`src/rtl/sensor_frame_assembler.sv`:
```
// Deserialises parity-protected status frames from the sensor bus and hands
// good words to the status-word memory register; bad or stalled frames are counted.
module sensor_frame_assembler #(
    parameter int DATA_W   = 35,
    parameter int TIMEOUT  = 16,
    parameter int ERRCNT_W = 8
) (
    input  logic                clk,
    input  logic                arst,
    input  logic                sof,
    input  logic                bit_valid,
    input  logic                bit_in,
    input  logic                err_clr,
    output logic                wren,
    output logic [DATA_W-1:0]   din,
    output logic                busy,
    output logic                frame_err,
    output logic [ERRCNT_W-1:0] err_count
);
    localparam int CNT_W = $clog2(DATA_W + 1);
    localparam int GAP_W = $clog2(TIMEOUT + 1);
    localparam logic [CNT_W-1:0]    CNT_LAST = CNT_W'(DATA_W);
    localparam logic [GAP_W-1:0]    GAP_LAST = GAP_W'(TIMEOUT);
    localparam logic [ERRCNT_W-1:0] ERR_MAX  = {ERRCNT_W{1'b1}};

    typedef enum logic [1:0] {IDLE, DATA, PARITY} state_t;

    state_t                state_q, state_d;
    logic [DATA_W-1:0]     shift_q, shift_d;
    logic                  par_q, par_d;
    logic [CNT_W-1:0]      cnt_q, cnt_d;
    logic [GAP_W-1:0]      gap_q, gap_d;
    logic [DATA_W-1:0]     din_q, din_d;
    logic                  wren_q, wren_d;
    logic                  busy_q, busy_d;
    logic                  frame_err_q, frame_err_d;
    logic [ERRCNT_W-1:0]   err_count_q, err_count_d;

    logic                  start;
    logic [CNT_W-1:0]      cnt_next;
    logic [GAP_W-1:0]      gap_next;

    assign start    = sof & bit_valid;
    assign cnt_next = cnt_q + CNT_W'(1);
    assign gap_next = gap_q + GAP_W'(1);

    always_comb begin
        state_d     = state_q;
        shift_d     = shift_q;
        par_d       = par_q;
        cnt_d       = cnt_q;
        gap_d       = gap_q;
        din_d       = din_q;
        wren_d      = 1'b0;
        frame_err_d = 1'b0;

        case (state_q)
            IDLE: begin
                if (start) begin
                    shift_d = {{(DATA_W-1){1'b0}}, bit_in};
                    par_d   = bit_in;
                    cnt_d   = CNT_W'(1);
                    gap_d   = '0;
                    state_d = DATA;
                end
            end
            DATA, PARITY: begin
                if (start) begin
                    // A new sof pre-empts the frame in flight; its bit opens the next frame.
                    frame_err_d = 1'b1;
                    shift_d     = {{(DATA_W-1){1'b0}}, bit_in};
                    par_d       = bit_in;
                    cnt_d       = CNT_W'(1);
                    gap_d       = '0;
                    state_d     = DATA;
                end else if (bit_valid) begin
                    gap_d = '0;
                    if (state_q == DATA) begin
                        shift_d = {shift_q[DATA_W-2:0], bit_in};
                        par_d   = par_q ^ bit_in;
                        cnt_d   = cnt_next;
                        if (cnt_next == CNT_LAST) begin
                            state_d = PARITY;
                        end
                    end else begin
                        if ((par_q ^ bit_in) == 1'b0) begin
                            din_d  = shift_q;
                            wren_d = 1'b1;
                        end else begin
                            frame_err_d = 1'b1;
                        end
                        cnt_d   = '0;
                        state_d = IDLE;
                    end
                end else if (gap_next == GAP_LAST) begin
                    frame_err_d = 1'b1;
                    cnt_d       = '0;
                    gap_d       = '0;
                    state_d     = IDLE;
                end else begin
                    gap_d = gap_next;
                end
            end
            default: begin
                state_d = IDLE;
                cnt_d   = '0;
                gap_d   = '0;
            end
        endcase

        busy_d = (state_d != IDLE);

        // Clear takes priority over a coincident increment.
        if (err_clr) begin
            err_count_d = '0;
        end else if (frame_err_d && (err_count_q != ERR_MAX)) begin
            err_count_d = err_count_q + ERRCNT_W'(1);
        end else begin
            err_count_d = err_count_q;
        end
    end

    always_ff @(posedge clk or posedge arst) begin
        if (arst) begin
            state_q     <= IDLE;
            shift_q     <= '0;
            par_q       <= 1'b0;
            cnt_q       <= '0;
            gap_q       <= '0;
            din_q       <= '0;
            wren_q      <= 1'b0;
            busy_q      <= 1'b0;
            frame_err_q <= 1'b0;
            err_count_q <= '0;
        end else begin
            state_q     <= state_d;
            shift_q     <= shift_d;
            par_q       <= par_d;
            cnt_q       <= cnt_d;
            gap_q       <= gap_d;
            din_q       <= din_d;
            wren_q      <= wren_d;
            busy_q      <= busy_d;
            frame_err_q <= frame_err_d;
            err_count_q <= err_count_d;
        end
    end

    assign wren      = wren_q;
    assign din       = din_q;
    assign busy      = busy_q;
    assign frame_err = frame_err_q;
    assign err_count = err_count_q;
endmodule
```
`config.mk`:
```
export PLATFORM = sky130hd
export DESIGN_NAME = sensor_frame_assembler
export DESIGN_NICKNAME = d
export VERILOG_FILES = /design/src/rtl/sensor_frame_assembler.sv
export SDC_FILE = /design/constraint.sdc
export NUM_CORES = 1
export LEC_CHECK = 0
export BUFFER_PORTS_ARGS = -buffer_cell sky130_fd_sc_hd__buf_2
export CELL_PAD_IN_SITES_DETAIL_PLACEMENT = 1
export CELL_PAD_IN_SITES_GLOBAL_PLACEMENT = 1
export CORE_UTILIZATION = 35
export CTS_CLUSTER_SIZE = 8
export DETAILED_ROUTE_END_ITERATION = 12
export PLACE_DENSITY_LB_ADDON = 0.1
export SETUP_SLACK_MARGIN = 0.2
export SLEW_MARGIN = 40
export SYNTH_ARGS = -nofsm -noshare
export SYNTH_HDL_FRONTEND = slang
export SYNTH_SLANG_ARGS = --single-unit
```
`constraint.sdc`:
```
create_clock -name clk -period 3.3 [get_ports clk]
set_input_delay 0.165 -clock clk [delete_from_list [all_inputs] [get_ports clk]]
set_output_delay 0.165 -clock clk [all_outputs]
set_load 0.02 [all_outputs]
```
==> metrics.cfg <==
[finish]
nFillCells=1453
nets=540
drive_gt1_share_pct=16.4
syn2layout_area_growth_pct=16.0
antenna_cells=0

[run]
maxCapViolations=0

[sta]
holdWs_ns=0.132
hold_violations=0
tightest_slew_ns=0.616
rsz0062_at_grt=false
slew_viol_final=0
finalCriticalPeriod_ns=2.51
timing.final.setup_violations=0
slew_headroom_pct=58.9
timing.fmax_mhz=398
setup_tns_ns=0
finalClockSkew_ns=0.00599
fin_ws_ns=0.789
fin_crit_sh_pct=76.1

[pwr]
p_leak_nw=2.52
peakVddDrop_uv=312
p_per_area_nw_per_um2=619

[detailed_routing]
vias_per_cell=4.88
drt_wl_total_um=9850
postRouteAntennaNets=0
vias=3415
post-route-drc-count=0
routedWlPerCell_um=14.1
drt-pass1-iter-count=4
first_iter_violations=161

[floorplan]
initial_utilization_pct=36.1
core_um2=12100
io_pins=52
dieArea_um2=12900
fp.dieW_um=114
fp-row-count=40
fp.dieH_um=114

[clocking]
cts_tree=done
clock_latency_ns=0.35
ctsResizeCount=0
numClockSinks=95
cts_root_buf=clkbuf_16
cts_buffers=9
cts_hold_buf=0
clockBufferDepth=2
post_cts.repair.setup_buffers=0
cts_max_level=3
clkSlewWorstSetupHoldPaths_ns=0.07

[setup_path]
crit_path_cell_trace=inv_1 -> ha_1 -> a21boi_1 -> nor2_1 -> o21ai_4 -> buf_16 -> mux2_2
slowest_delay_ns=0.51
path_max_fanout=25
cp-end-kind=register
path_delay_family=compound AO/OA/AOI/OAI gates
crit_required_ns=3.53
path_class=register to register
start_kind=register
path_buf_inv=2
crit_slowest_cell=a21boi_1
crit_arrival_ns=2.74

[place]
post-place-ws_ns=0.758
gp_congestion=0.771
dp_hpwl_um=6570
io_buffer_count=51

[logic_synthesis]
synth_edf_count=0
syn_inst=485
yosys-top-cells-count=192 x nand2_1, 95 x dfrtp_1, 43 x o21ai_0
ys_seq_area_share_pct=54.4
synth_nets=498
synth_area_leaders=dfrtp_1 54%, nand2_1 16%, o21ai_0 4.9%, ha_1 2.0%, nor2_1 1.5%
yosysMostFrequentCell=nand2_1
yosys.area.top_type=dfrtp_1
ys_async_sr_fraction_pct=100
yosys_most_used_dff=dfrtp_1
ys_seq_elements=95
yosysUniqueCellTypes=53
ys.warnings.count=0
yosysTopAreaCellShare_pct=54.4
synth_area_per_cell_um2=9.01
syn_area_um2=4370

[global_routing]
first_global_vias=3584
antenna_found_initial=0
gr-total-overflow=0
grt_max_degree=88
grt_pass1_wl_um=17100
track_usage_pct=16.8

[status]
status=finished, final reports clean

[hold_path]
hold_path_class=input port to register

==> per-stage QoR <==
step / instances / cell area [um2] / utilization [%] / power [W]
CTS: 699 / 5050 / 41.7 / 0.00319
global route: 700 / 5070 / 41.8 / 0.00331
finish: 700 / 5070 / 41.8 / 0.00314
floorplan: 485 / 4370 / - / 0.00186
global placement: 682 / 4710 / 38.9 / 0.00202
detailed placement: 683 / 4740 / 39.2 / 0.00208
==> area by class of cell <==
class | instances | area (um2) | share of cell area [%]
clock buffers | 13 | 270 | 5.33
clock inverters | 3 | 40.0 | 0.790
inverters | 10 | 46.3 | 0.914
multi-input cells | 354 | 1800 | 35.5
flip-flops and latches | 95 | 2380 | 46.9
well taps | 168 | 210 | 4.15
repair buffers | 57 | 323 | 6.37
==> placed cells by master (no fill, tap or decap), drive strengths merged, types with 4 or more instances in the layout <==
master and count:
nand2 192, dfrtp 95, buf 56, o21ai 44, nor2 17, clkbuf 13
nand3 12, nand2b 9, inv 9, a21oi 7, ha 7, nor3 6
o31ai 5, nor2b 5, and3 4, or4 4, mux2 4
==> logic make-up after synthesis <==
logic type,share of synthesized area [%]
AOI/OAI and AO/OA,11.3
xor gates and xnor gates,0.602
adders and majority gates,2.01
buffers and inverters,4.55
DFF,54.4
muxes,1.26
and+or+nand+nor,25.9
==> power breakdown <==
part	internal, W	switching [W]
Sequential	0.00124	0.0000701
Clock	0.000648	0.000441
Combinational	0.000232	0.000501
==> path summary, 6_finish.rpt <==
check / start / to / slack [ns] / cells past startpoint
max: state_q[0]$_DFF_PP0_ / shift_q[0]$_DFFE_PP0P_ / 0.79 / 7
min in group asynchronous: arst / din[17]$_DFFE_PP0P_ / 0.48 / 3
min reg2reg: din[15]$_DFFE_PP0P_ / din[15]$_DFFE_PP0P_ / 0.47 / 2
max reg2reg: state_q[0]$_DFF_PP0_ / shift_q[0]$_DFFE_PP0P_ / 0.79 / 7
min: err_clr / err_count[4]$_DFFE_PP0P_ / 0.13 / 2
max in group asynchronous: arst / err_count[2]$_DFFE_PP0P_ / 2.24 / 4
==> registers in the layout (all words and copies together) (netlist names) <==
register,cells
din,35
wren,1
state_q,2
gap_q,5
err_count,8
shift_q,35
busy,1
par_q,1
frame_err,1
cnt_q,6
==> per-layer routing <==
| metal | part of all wire [%] | vias up | GRT usage [%] |
|---|---|---|---|
| met3 | 2.0 | 12 | 2.66 |
| met5 | 0 | - | 0 |
| li1 | - | 1687 | - |
| met1 | 48 | 1681 | 20.9 |
| met2 | 48 | 35 | 28.7 |
| met4 | 2.0 | 0 | 7.89 |
Note: power is estimated with default switching activity, not from simulation.
